### config.mk
export PLATFORM = sky130hd
export DESIGN_NAME = imem_loader
export DESIGN_NICKNAME = d
export VERILOG_FILES = /design/src/rtl/imem_loader.sv
export SDC_FILE = /design/constraint.sdc
export NUM_CORES = 1
export LEC_CHECK = 0
export BUFFER_PORTS_ARGS = -buffer_cell sky130_fd_sc_hd__buf_2
export CAP_MARGIN = 20
export CORE_ASPECT_RATIO = 0.8
export CORE_MARGIN = 1
export CORE_UTILIZATION = 58
export CTS_BUF_LIST = sky130_fd_sc_hd__clkbuf_8 sky130_fd_sc_hd__clkbuf_16
export CTS_CLUSTER_SIZE = 25
export DETAILED_ROUTE_END_ITERATION = 7
export PLACE_DENSITY = 0.8
export SYNTH_ARGS = -nofsm -noshare
export SYNTH_HDL_FRONTEND = slang
export SYNTH_SLANG_ARGS = --single-unit
export TNS_END_PERCENT = 10
### constraint.sdc
create_clock -name clk -period 2.6 [get_ports clk]
set_input_delay 0.39 -clock clk [delete_from_list [all_inputs] [get_ports clk]]
set_output_delay 0.39 -clock clk [all_outputs]
set_load 0.005 [all_outputs]
### src/rtl/imem_loader.sv
// Boot-time instruction memory loader: assembles a little-endian byte stream
// into 32-bit words, writes them from address 0 and releases the core when done.
module imem_loader #(
  parameter int IMEM_POWER = 18,
  parameter int WORD       = 32
) (
  input  logic                  clk,
  input  logic                  reset,
  input  logic                  start,
  input  logic                  in_valid,
  input  logic [7:0]            in_data,
  output logic                  in_ready,
  output logic                  imem_we,
  output logic [IMEM_POWER-1:0] imem_addr,
  output logic [WORD-1:0]       imem_wdata,
  output logic                  core_hold,
  output logic                  done,
  output logic                  error,
  output logic [IMEM_POWER:0]   words_loaded
);

  typedef enum logic [2:0] {
    ST_LEN   = 3'd0,
    ST_DATA  = 3'd1,
    ST_LAST  = 3'd2,
    ST_DONE  = 3'd3,
    ST_ERROR = 3'd4
  } state_e;

  localparam logic [32:0]           DEPTH    = 33'd1 << IMEM_POWER;
  localparam logic [IMEM_POWER-1:0] ADDR_ONE = {{(IMEM_POWER-1){1'b0}}, 1'b1};
  localparam logic [IMEM_POWER:0]   WL_ONE   = {{IMEM_POWER{1'b0}}, 1'b1};

  state_e                state_q, state_d;
  logic [1:0]            byte_idx_q, byte_idx_d;
  logic [23:0]           asm_q, asm_d;
  logic [31:0]           n_q, n_d;
  logic [IMEM_POWER-1:0] addr_q, addr_d;
  logic [IMEM_POWER:0]   wl_q, wl_d;
  logic                  we_q, we_d;
  logic [WORD-1:0]       wdata_q, wdata_d;
  logic                  ready_q, ready_d;
  logic                  hold_q, hold_d;
  logic                  done_q, done_d;
  logic                  error_q, error_d;

  logic                  accept_s;
  logic                  word_end_s;
  logic                  last_s;
  logic [WORD-1:0]       word_s;

  assign accept_s   = in_valid & ready_q;
  assign word_end_s = accept_s & (byte_idx_q == 2'd3);
  assign word_s     = {in_data, asm_q};
  // Word count only advances after the previous pulse, well before the next 4th byte.
  assign last_s     = ({{(32-IMEM_POWER){1'b0}}, wl_q} + 33'd1) == {1'b0, n_q};

  assign in_ready     = ready_q;
  assign imem_we      = we_q;
  assign imem_addr    = addr_q;
  assign imem_wdata   = wdata_q;
  assign core_hold    = hold_q;
  assign done         = done_q;
  assign error        = error_q;
  assign words_loaded = wl_q;

  // Next-state, byte assembly, counters and registered output decode.
  always_comb begin
    state_d    = state_q;
    byte_idx_d = byte_idx_q;
    asm_d      = asm_q;
    n_d        = n_q;
    addr_d     = addr_q;
    wl_d       = wl_q;
    we_d       = 1'b0;
    wdata_d    = wdata_q;

    if (we_q) begin
      addr_d = addr_q + ADDR_ONE;
      wl_d   = wl_q + WL_ONE;
    end else begin
      addr_d = addr_q;
      wl_d   = wl_q;
    end

    if (accept_s) begin
      byte_idx_d = byte_idx_q + 2'd1;
      case (byte_idx_q)
        2'd0:    asm_d[7:0]   = in_data;
        2'd1:    asm_d[15:8]  = in_data;
        2'd2:    asm_d[23:16] = in_data;
        default: asm_d        = asm_q;
      endcase
    end else begin
      byte_idx_d = byte_idx_q;
    end

    case (state_q)
      ST_LEN: begin
        if (word_end_s) begin
          n_d = word_s;
          if (word_s == 32'd0) begin
            state_d = ST_DONE;
          end else if ({1'b0, word_s} > DEPTH) begin
            state_d = ST_ERROR;
          end else begin
            state_d = ST_DATA;
          end
        end else begin
          state_d = ST_LEN;
        end
      end
      ST_DATA: begin
        if (word_end_s) begin
          we_d    = 1'b1;
          wdata_d = word_s;
          if (last_s) begin
            state_d = ST_LAST;
          end else begin
            state_d = ST_DATA;
          end
        end else begin
          state_d = ST_DATA;
        end
      end
      ST_LAST: state_d = ST_DONE;
      ST_DONE, ST_ERROR: begin
        if (start) begin
          state_d    = ST_LEN;
          byte_idx_d = 2'd0;
          asm_d      = 24'd0;
          addr_d     = '0;
          wl_d       = '0;
        end else begin
          state_d = state_q;
        end
      end
      default: state_d = ST_LEN;
    endcase

    ready_d = (state_d == ST_LEN) || (state_d == ST_DATA);
    hold_d  = (state_d != ST_DONE);
    done_d  = (state_d == ST_DONE);
    error_d = (state_d == ST_ERROR);
  end

  // State and datapath registers; reset clears everything except memory contents.
  always_ff @(posedge clk or negedge reset) begin
    if (!reset) begin
      state_q    <= ST_LEN;
      byte_idx_q <= 2'd0;
      asm_q      <= 24'd0;
      n_q        <= 32'd0;
      addr_q     <= '0;
      wl_q       <= '0;
      we_q       <= 1'b0;
      wdata_q    <= '0;
      ready_q    <= 1'b1;
      hold_q     <= 1'b1;
      done_q     <= 1'b0;
      error_q    <= 1'b0;
    end else begin
      state_q    <= state_d;
      byte_idx_q <= byte_idx_d;
      asm_q      <= asm_d;
      n_q        <= n_d;
      addr_q     <= addr_d;
      wl_q       <= wl_d;
      we_q       <= we_d;
      wdata_q    <= wdata_d;
      ready_q    <= ready_d;
      hold_q     <= hold_d;
      done_q     <= done_d;
      error_q    <= error_d;
    end
  end

endmodule

* Word-level counts from Yosys, hierarchy flattened
Cells that the tools add are included.
** Storage, ports and cells
- Word-level logic and storage cells :: 63
- Register bits :: 135
- Output and inout port bits :: 74
- Input bits :: 12
** Operators by class
- Magnitude comparators :: 1
- Mux-type cells :: 24
- $add $sub $neg :: 4
- Reductions and logical operators :: 8
- Bitwise gates (word level) :: 2
- Equal/unequal tests :: 12
** Operators by type and width (number)
- 24-bit two-way mux :: 3
- 19-bit two-way mux :: 3
- 18-bit two-way mux :: 3
- 20-bit by 32-bit equality test with 1-bit output :: 1
- 32-bit by 19-bit greater-than comparator with 1-bit output, second input constant :: 1
- 32-bit zero test :: 1
- 8-bit two-way mux :: 3
- 19-bit by 1-bit adder with 20-bit output, second input constant :: 1
- 19-bit by 1-bit adder with 19-bit output, second input constant :: 1
- 18-bit by 1-bit adder with 18-bit output, second input constant :: 1
- 3-bit two-way mux :: 5
- 3-bit one-hot mux with 4 select lines :: 1
- 3-bit by 2-bit equality test with 1-bit output, second input constant :: 3
- 2-bit two-way mux :: 4
- 3-bit by 1-bit equality test with 1-bit output, second input constant :: 2
- 3-bit equality test, second input constant :: 2
- 3-bit zero test :: 2
- 2-bit equality test, second input constant :: 2
- 2-bit AND reduction :: 2
- 3-bit by 2-bit != test with 1-bit output, second input constant :: 1
- 2-bit by 1-bit adder with 2-bit output, second input constant :: 1
- 1-bit AND :: 2
- 2-bit by 1-bit equality test with 1-bit output, second input constant :: 1
- 2-bit zero test :: 1
- 3 further kinds :: 4

* Logic depth before layout (Yosys ltp)
Gate-level depths: netlist of the first run.
- Depth after elaboration :: 7
- Depth in mapped cells :: 9
- Gate-level depth less buffers :: 8

* Least setup slack after synthesis of the first run
No wires, ideal clock.
- Path kind :: register -> register
- Start :: reg wl_q[0] (netlist: words_loaded[0])
- End :: reg state_q[0]
- Data required time :: 2472 ps
- Path slack :: 339 ps
- Path buffers :: 0
- Data arrival time :: 2133 ps
- Stages on the path, launching flop included :: 9
- Period minus slack after synthesis :: 2261 ps
- Setup time :: 128 ps
- Cell sequence :: dfrtp_1 > ha_1 > nand3_4 > or4b_1 > a31oi_1 > a21oi_1 > nor4b_2 > and4b_4 > o21ai_0
** Between the ends
- Longest elaborated chain between the ends :: 5
** Ends and longest elaborated chain
- start: declaration :: line 39 : logic [IMEM_POWER:0] wl_q, wl_d;
- start signal: assignment :: line 168 : wl_q <= wl_d;
- 19-bit by 1-bit adder with 20-bit output :: line 56 : assign last_s = ({{(32-IMEM_POWER){1'b0}}, wl_q} + 33'd1) == {1'b0, n_q};
- 20-bit by 32-bit equality test with 1-bit output :: line 56
- 2-bit two-way mux :: line 117 : if (last_s) begin
- 3-bit two-way mux :: line 114 : if (word_end_s) begin
- 3-bit one-hot mux with 4 select lines :: line 98 : case (state_q)
- via state_d[0] :: line 34 : state_e state_q, state_d;
- end signal: assignment :: line 163 : state_q <= state_d;
- end: declaration :: line 34
The timed path passes the listed nets, and every way through them passes these cells.
A chain may end at the register's enable or synchronous reset.

* Worst setup path in the final report of the first run
- Start :: reg wl_q[1] (netlist: words_loaded[1])
- End :: reg state_q[0]
The elaborated chain is that of the path after synthesis.

==> flow_metrics.tcl, run 1 <==
set metrics [dict create \
    initial_core_util_pct 61.1 \
    startpoint "words_loaded[1]" \
    grt_pass1_wl_um 23900 \
    tightestPinTransition_ns 0.682 \
    synth_area_leaders "dfrtp_1 52%, mux2_2 11%, xor2_1 4.6%" \
    crit_path_start_kind "register" \
    drc 0 \
    ctsLongestPathBuffers 2 \
    path_max_fanout 10 \
    post_cts_buffers 0 \
    netlist.top_cell.by_area "dfrtp_1" \
    grt_setup_unrepaired "false" \
    p_sw_share_pct 36.3 \
    ys_seq_elements 135 \
    power_density_nw_per_um2 1190 \
    reg2reg_setup_slack_ns 0.17 \
    die_area_um2 11500 \
    path_clk_slew_ns 0.06 \
    first_pass_iters 5 \
    grt_start_max_net_pins 136 \
    max-vdd-ir-drop_uv 642 \
    min_period_over_period_pct 93.5 \
    holdBufCountCts 0 \
    syn_avg_cell_area_um2 11.5 \
    finClkSkew_ns 0.00887 \
    dpl_cell_area_um2 6990 \
    core_area_um2 10500 \
    p_switching_w 0.00326 \
    p_leak_nw 3.79 \
    synth_top_cell_area_share_pct 52.0 \
    ios 86 \
    fin_tns_setup_ns 0 \
    die_w_um 119 \
    initialDrtViolationCount 316 \
    critPathKind "register to register" \
    via_count 4732 \
    fill_cells 739 \
    synthArstFlopShare_pct 100 \
    synth-edff-count 0 \
    stdcell_area_um2 7550 \
    synth.distinct_cells 58 \
    wl_um 14800 \
    rr_startpoint "words_loaded[1]" \
    total_power_w 0.00897 \
    yosysWarnings 0 \
    viasPerCell 5.90 \
    cp.arrival_ns 2.72 \
    cp-end-kind "register" \
    area_growth_pct 17.9 \
    p_int_w 0.00571 \
    gp_congestion 0.906 \
    reg2reg_depth 8 \
    hpwl_um 10200 \
    r2r_end "state_q[0]" \
    clock_latency_ns 0.42 \
    cts_buffers 17 \
    max_freq_ghz 0.412 \
    die_h_um 96.0 \
    relSlewSlack_pct 54.6 \
    cts_tree "built" \
    final_core_util_pct 72.0 \
    antenna_cells 0 \
    nets 667 \
    critPathRequiredTime_ns 2.89 \
    syn_nets 577 \
    cts_resized 0 \
    hold_class "primary input to asynchronous set/reset pin" \
    synthCells 559 \
    grt_overflow 0 \
    cts-root-buf "clkbuf_16" \
    pwr-share-comb_pct 30.8 \
    yosysSeqAreaShare_pct 52.8 \
    grt_usage_pct 27.8 \
    wl_per_cell_um 18.5 \
    syn_area_um2 6400 \
    layout-drive-gt1-share_pct 31.3 \
    pwr-share-seq_pct 44.2 \
    grt_pass1_vias 4562 \
    max_cap_violations 0 \
    cts_sinks 135 \
    outcome "complete, no violations" \
    ys.flop_type "dfrtp_1" \
    cts.htree.levels 4 \
    endpoint "state_q[0]" \
    final.min_clock_period_ns 2.43 \
    power_frac_clock_pct 25.0 \
    io_buffers 85 \
    num_rows 33 \
    slew_viol_final 0 \
    setup-violations-final 0 \
    hold_violations 0 \
    drtAntennaViolNets 0 \
    antenna_found_initial 0 \
]
-- layout make-up --
| cell class | instances | area, um^2 | share of cell area, % |
|---|---|---|---|
| Sequential cell | 135 | 3380 | 44.8 |
| Multi-Input combinational cell | 388 | 2870 | 38.0 |
| Timing Repair Buffer | 97 | 531 | 7.03 |
| Clock buffer | 20 | 467 | 6.18 |
| Tap cell | 140 | 175 | 2.32 |
| Clock inverter | 12 | 90.1 | 1.19 |
| Inverter | 10 | 37.5 | 0.497 |
-- state kept, by name (all words and copies together), names as in the netlist --
signal        count
words_loaded     19
state_q           3
imem_we           1
n_q              32
error             1
in_ready          1
asm_q            24
done              1
core_hold         1
byte_idx_q        2
imem_addr        18
imem_wdata       32
-- worst min-delay path by stage --
stage / end / slack (ns)
after floorplan: asm_q[0] / 0.09
after global placement: imem_wdata[30] / 0.48
after detailed placement: imem_wdata[25] / 0.49
after CTS: words_loaded[13] / 0.11
after global routing: words_loaded[13] / 0.15
final: words_loaded[13] / 0.09
-- layout by cell type, fill, tap and decap left out, types with 17 or more instances in the layout --
cell type	Yosys	layout
dfrtp_1	133	133
buf_2	3	84
nor2_1	75	74
mux2_2	64	64
xor2_1	34	34
nand2_1	29	29
mux2i_1	27	27
xnor2_1	20	20
nand3_1	18	18
clkbuf_16	0	17
-- logic make-up after synthesis --
kind of cell / count (synthesis) / synth area share (%)
AOI/OAI and AO/OA: 48 / 5.14
adders and majority gates: 6 / 1.17
muxes: 91 / 15.5
DFF: 135 / 52.8
and+or+nand+nor: 189 / 15.6
xor gates and xnor gates: 54 / 7.38
buffers and inverters: 36 / 2.46
-- stage by stage --
step,instances,hold slack [ns],setup WS (ns)
global placement,770,0.484,0.279
floorplan,559,0.0944,0.339
global route,802,0.154,0.0117
CTS,802,0.112,0.192
finish,802,0.0862,0.170
detailed placement,770,0.491,0.204
-- Yosys cell counts (2+ instances only) --
master and count:
xor2_1 34, o22a_1 2, nor4_1 10, buf_4 3, dfrtp_1 133, o2111ai_1 2
a31oi_1 4, xnor2_1 20, nand2b_1 3, a21oi_1 12, nand4_1 10, mux2_2 64
buf_2 3, and2_1 4, or4_1 3, ha_1 6, o32ai_1 3, nand3_1 18
and3_1 8, nor2_1 75, buf_1 4, inv_1 10, clkbuf_1 15, or3_1 3
mux2i_1 27, nor4_4 2, dfstp_2 2, nor3_1 6, a21boi_0 3, nand2_1 29
a211oi_1 2, o21ai_0 10, nor2b_1 3, and4_1 2
-- power by group through the flow --
stage / Sequential [W] / Combinational, W / Clock (W)
after floorplan: 0.00367 / 0.00188 / 0
after global placement: 0.00389 / 0.00262 / 0
after detailed placement: 0.00396 / 0.00274 / 0
after CTS: 0.00393 / 0.00276 / 0.00227
after global routing: 0.00408 / 0.00304 / 0.00236
final: 0.00396 / 0.00276 / 0.00224
-- worst max-delay path, cell delays in order, from the launching register on --
cell     delay, ns
dfrtp_1       0.41
ha_1          0.29
nand3_4       0.17
nor3_4        0.42
a32o_1        0.23
o21ai_0       0.11
nor4b_2       0.29
and4b_4       0.29
o21ai_0       0.08
-- metal layers --
metal | GRT usage (%) | vias to the layer above | routed length, um
met2 | 43.2 | 179 | 6850
li1 | - | 2156 | -
met4 | 10.3 | 0 | 199
met3 | 5.57 | 22 | 795
met1 | 39.1 | 2375 | 6990
met5 | 0 | - | 0
Power figures use the tool's default switching activity.
==> run 2, diff against run 1 <==
--- a/config.mk
+++ b/config.mk
@@ -9,11 +9,10 @@
 export CAP_MARGIN = 20
 export CORE_ASPECT_RATIO = 0.8
 export CORE_MARGIN = 1
-export CORE_UTILIZATION = 58
+export CORE_UTILIZATION = 25
 export CTS_BUF_LIST = sky130_fd_sc_hd__clkbuf_8 sky130_fd_sc_hd__clkbuf_16
 export CTS_CLUSTER_SIZE = 25
 export DETAILED_ROUTE_END_ITERATION = 7
-export PLACE_DENSITY = 0.8
 export SYNTH_ARGS = -nofsm -noshare
 export SYNTH_HDL_FRONTEND = slang
 export SYNTH_SLANG_ARGS = --single-unit
==> run 2 against run 1 <==
Die area grew 130%; maximum frequency down 0.70%; worst setup slack lost 0.017 ns; flip-flop and latch count is the same; non-clock buffer count rose by 10; clock skew is 0.0040 ns higher; design area is 4.0% higher; register-to-register slack got worse by 0.02 ns; routed wire length increased by 11%; count of clock-buffer cells in the layout is 3 lower; first-iteration DRC count shrank 24%; sequential power is essentially flat.
==> flow_metrics.tcl, run 2 (synthesis gave the netlist of run 1 again) <==
set metrics [dict create \
    via_count 4602 \
    core_area_um2 25200 \
    grt_setup_unrepaired "false" \
    layout_common_cells "133 x dfrtp_1, 84 x buf_2, 74 x nor2_1, 64 x mux2_2, 34 x xor2_1" \
    grt_start_max_net_pins 52 \
    final-seq-area_um2 3380 \
    cts-root-buf "clkbuf_16" \
    max_cap_violations 0 \
    initialDrtViolationCount 239 \
    crit_path_start_kind "register" \
    hold_violations 0 \
    first_pass_iters 4 \
    cts_resized 0 \
    cts_buffers 17 \
    outcome "complete, no violations" \
    num_rows 52 \
    cts.htree.levels 4 \
    gp_congestion 0.849 \
    final_common_cell "dfrtp_1" \
    area_growth_pct 22.6 \
    hpwl_um 12100 \
    multi_input_area_um2 2880 \
    power_density_nw_per_um2 1130 \
    max-vdd-ir-drop_uv 377 \
    viasPerCell 4.62 \
    cp.arrival_ns 2.74 \
    crit_chain "ha_1, nand3_4, or4b_1, a31oi_1, a21oi_1, nor4b_2, and4b_4, o21ai_0" \
    final.min_clock_period_ns 2.45 \
    grt_pass1_vias 4507 \
    wl_per_cell_um 16.5 \
    slew_viol_final 0 \
    antenna_cells 0 \
    p_leak_nw 3.84 \
    critPathRequiredTime_ns 2.89 \
    grt_pass1_wl_um 26900 \
    dpl_cell_area_um2 7310 \
    drtAntennaViolNets 0 \
    clock_latency_ns 0.43 \
    reg2reg_setup_slack_ns 0.15 \
    drc 0 \
    initial_core_util_pct 25.4 \
    io_buffers 85 \
    grt_usage_pct 13.3 \
    cp-end-kind "register" \
    ios 86 \
    relSlewSlack_pct 60.2 \
    die_area_um2 26300 \
    ctsLongestPathBuffers 2 \
    fill_cells 2611 \
    setup-violations-final 0 \
    layout-drive-gt1-share_pct 31.8 \
    critPathKind "register to register" \
    max_freq_ghz 0.409 \
    hold_class "primary input to register" \
    slowest_stage "or4b_1" \
    path_max_fanout 10 \
    cpPeakStageDelay_ns 0.55 \
    finClkSkew_ns 0.0128 \
    min_period_over_period_pct 94.1 \
    nets 677 \
    cts_tree "built" \
    die_w_um 181 \
    path_clk_slew_ns 0.06 \
    wl_um 16400 \
    antenna_found_initial 0 \
    die_h_um 145 \
    final_core_util_pct 31.1 \
    fin_tns_setup_ns 0 \
    tightestPinTransition_ns 0.596 \
    cts_sinks 135 \
    post_cts_buffers 0 \
    grt_overflow 0 \
    stdcell_area_um2 7860 \
]
==> run 2: area by class of cell <==
class                   count  area share [%]
multi-input cells         388            36.6
repair buffers            107            7.95
clock inverters            15            1.35
clock buffers              17            5.42
inverters                  10           0.478
well taps                 324            5.16
flip-flops and latches    135            43.0
==> run 2: timing repair <==
item	4_1_cts	5_1_grt
hold buffers	1	0
endpoints found under the hold margin	19	0
setup endpoints to repair	0	1
==> run 2: power by group <==
| group | leakage [nW] | internal (W) | switching [W] |
|---|---|---|---|
| sequential | 1.75 | 0.00298 | 0.000950 |
| clock | 0.263 | 0.00122 | 0.000954 |
| combinational | 1.83 | 0.00146 | 0.00132 |
==> run 2: worst paths after layout <==
kind / from / to / depth (start not counted)
setup / recovery: words_loaded[1] / state_q[0] / 8
min in group asynchronous: reset / words_loaded[8] / 2
max in group asynchronous: reset / imem_addr[17] / 3
hold / removal: start / error / 2
setup reg to reg: words_loaded[1] / state_q[0] / 8
hold reg to reg: imem_wdata[7] / imem_wdata[7] / 1
==> run 2: worst max-delay path: cells and delay by family, from the launching register on <==
kind / cells / cell delay (ns)
and+or+nand+nor: 4 / 1.25
DFF: 1 / 0.42
AOI/OAI and AO/OA: 3 / 0.34
adders and majority gates: 1 / 0.30
==> run 2: layer usage <==
metal	up-vias	global-route usage, %	wire, um
met3	16	3.06	746
met4	0	3.81	178
met5	-	0	0
li1	2178	-	-
met2	105	18.7	6920
met1	2303	20.1	8550
==> run 2: per-stage QoR <==
step           hold WS [ns]  instances  power, W  worst slack (ns)
2_1_floorplan        0.0944        559   0.00555             0.339
3_3_place_gp          0.257        963   0.00673             0.262
3_5_place_dp          0.255        963   0.00680             0.167
4_1_cts               0.215        996   0.00902             0.168
5_1_grt               0.229        996   0.00954           0.00794
6_report              0.234        996   0.00889             0.153
==> run 3, diff against run 2 <==
--- a/config.mk
+++ b/config.mk
@@ -13,6 +13,7 @@
 export CTS_BUF_LIST = sky130_fd_sc_hd__clkbuf_8 sky130_fd_sc_hd__clkbuf_16
 export CTS_CLUSTER_SIZE = 25
 export DETAILED_ROUTE_END_ITERATION = 7
+export MAX_ROUTING_LAYER = met4
 export SYNTH_ARGS = -nofsm -noshare
 export SYNTH_HDL_FRONTEND = slang
 export SYNTH_SLANG_ARGS = --single-unit
==> run 3 against run 2 <==
Hold slack better by 0.0084 ns; maximum frequency up 3.1%; critical path depth down 1; via count down 0.78%; critical endpoint unchanged.
==> flow_metrics.tcl, run 3 (synthesis gave the netlist of run 1 again) <==
set metrics [dict create \
    outcome "complete, no violations" \
    crit_family "simple AND/OR/NAND/NOR gates" \
    hold_class "primary input to register" \
    fill_cells 2600 \
    grt_overflow 0 \
    num_rows 52 \
    clock_latency_ns 0.43 \
    via_count 4566 \
    ctsLongestPathBuffers 2 \
    crit_path_start_kind "register" \
    setup-violations-final 0 \
    top_usage_layer "met1" \
    max_cap_violations 0 \
    drtAntennaViolNets 0 \
    crit_chain "nand2_1, nor4_4, and4_1, o22a_1, nor4b_2, and4b_4, o21ai_0" \
    first_pass_iters 4 \
    relSlewSlack_pct 57.8 \
    grt_pass1_wl_um 26900 \
    cts_sinks 135 \
    io_buffers 85 \
    cts.htree.levels 4 \
    slew_viol_final 0 \
    cpPeakStageDelay_ns 0.58 \
    cp.arrival_ns 2.67 \
    antenna_found_initial 0 \
    wl_um 16600 \
    nets 675 \
    layout_common_cells "133 x dfrtp_1, 84 x buf_2, 74 x nor2_1, 64 x mux2_2, 34 x xor2_1" \
    hold_violations 0 \
    min_period_over_period_pct 91.3 \
    grt_setup_unrepaired "false" \
    viasPerCell 4.59 \
    area_growth_pct 23.7 \
    dpl_cell_area_um2 7320 \
    die_area_um2 26300 \
    final_common_cell "dfrtp_1" \
    critPathKind "register to register" \
    cts_buffers 17 \
    grt_usage_pct 13.8 \
    grt_util_met1_pct 19.8 \
    stdcell_area_um2 7920 \
    cts_tree "built" \
    critPathRequiredTime_ns 2.90 \
    die_w_um 181 \
    initial_core_util_pct 25.4 \
    gr-usage-met2_pct 19.1 \
    cts-root-buf "clkbuf_16" \
    gp_congestion 0.896 \
    finClkSkew_ns 0.00818 \
    grt_pass1_vias 4545 \
    hold-worst-slack_ns 0.242 \
    power_density_nw_per_um2 1150 \
    grt_start_max_net_pins 66 \
    ios 86 \
    fin_tns_setup_ns 0 \
    cp.buffers_inverters 0 \
    hpwl_um 12200 \
    cp-end-kind "register" \
    drc 0 \
    core_area_um2 25200 \
    antenna_cells 0 \
    die_h_um 145 \
    grtUsageMet3_pct 3.41 \
    path_max_fanout 10 \
    wl_per_cell_um 16.7 \
    final.min_clock_period_ns 2.37 \
    max_freq_ghz 0.421 \
    p_leak_nw 3.87 \
    initialDrtViolationCount 323 \
    tightestPinTransition_ns 0.634 \
    max-vdd-ir-drop_uv 384 \
    path_clk_slew_ns 0.06 \
    final_core_util_pct 31.4 \
    slowest_stage "nor4_4" \
    layout-drive-gt1-share_pct 31.8 \
]
run 3: cell type report:
cell class              count  area, um^2  share of cell area, %
clock buffers              18         439                   5.54
inverters                  10        37.5                  0.474
well taps                 324         405                   5.12
flip-flops and latches    135        3380                   42.7
repair buffers            105         634                   8.01
clock inverters            14         149                   1.88
multi-input cells         388        2880                   36.3
run 3: metrics by stage:
step                      power (W)  worst slack (ns)  cells
after floorplan             0.00555             0.339    559
after global placement      0.00674             0.246    961
after detailed placement    0.00680             0.177    961
after CTS                   0.00928             0.176    994
after global routing        0.00982            0.0173    994
final                       0.00914             0.227    994
run 3: worst reg2reg max path, cell delays in order (launching register included):
cell and delay [ns]:
dfrtp_1 0.48, nand2_1 0.21, nor4_4 0.58, and4_1 0.29, o22a_1 0.13, nor4b_2 0.18
and4b_4 0.29, o21ai_0 0.08
run 3: report_power, final:
group | leakage [nW] | internal (W) | switching, W
clock | 0.296 | 0.00145 | 0.000972
combinational | 1.83 | 0.00146 | 0.00133
sequential | 1.75 | 0.00298 | 0.000950
total | 3.87 | 0.00589 | 0.00325
run 3: timing repair:
action / CTS / global route
endpoints found under the setup margin: 0 / 1
endpoints found under the hold margin: 59 / 0
hold buffers: 1 / 0
buffers inserted: 0 / 0
resized for setup: 0 / 1
run 3: final timing paths:
| path | start | endpoint | slack (ns) | depth (start not counted) |
|---|---|---|---|---|
| min in group asynchronous | reset | words_loaded[16] | 0.53 | 2 |
| setup / recovery | words_loaded[7] | state_q[0] | 0.23 | 7 |
| hold / removal | start | error | 0.24 | 2 |
| setup reg to reg | words_loaded[7] | state_q[0] | 0.23 | 7 |
| hold reg to reg | imem_wdata[8] | imem_wdata[8] | 0.50 | 1 |
| max in group asynchronous | reset | in_ready | 1.35 | 3 |
run 3: layer usage:
metal  up-vias  part of all wire [%]
met5         -                     0
met4         0                  0.79
met3        12                   4.9
met2        91                    43
met1      2292                    52
li1       2171                     -
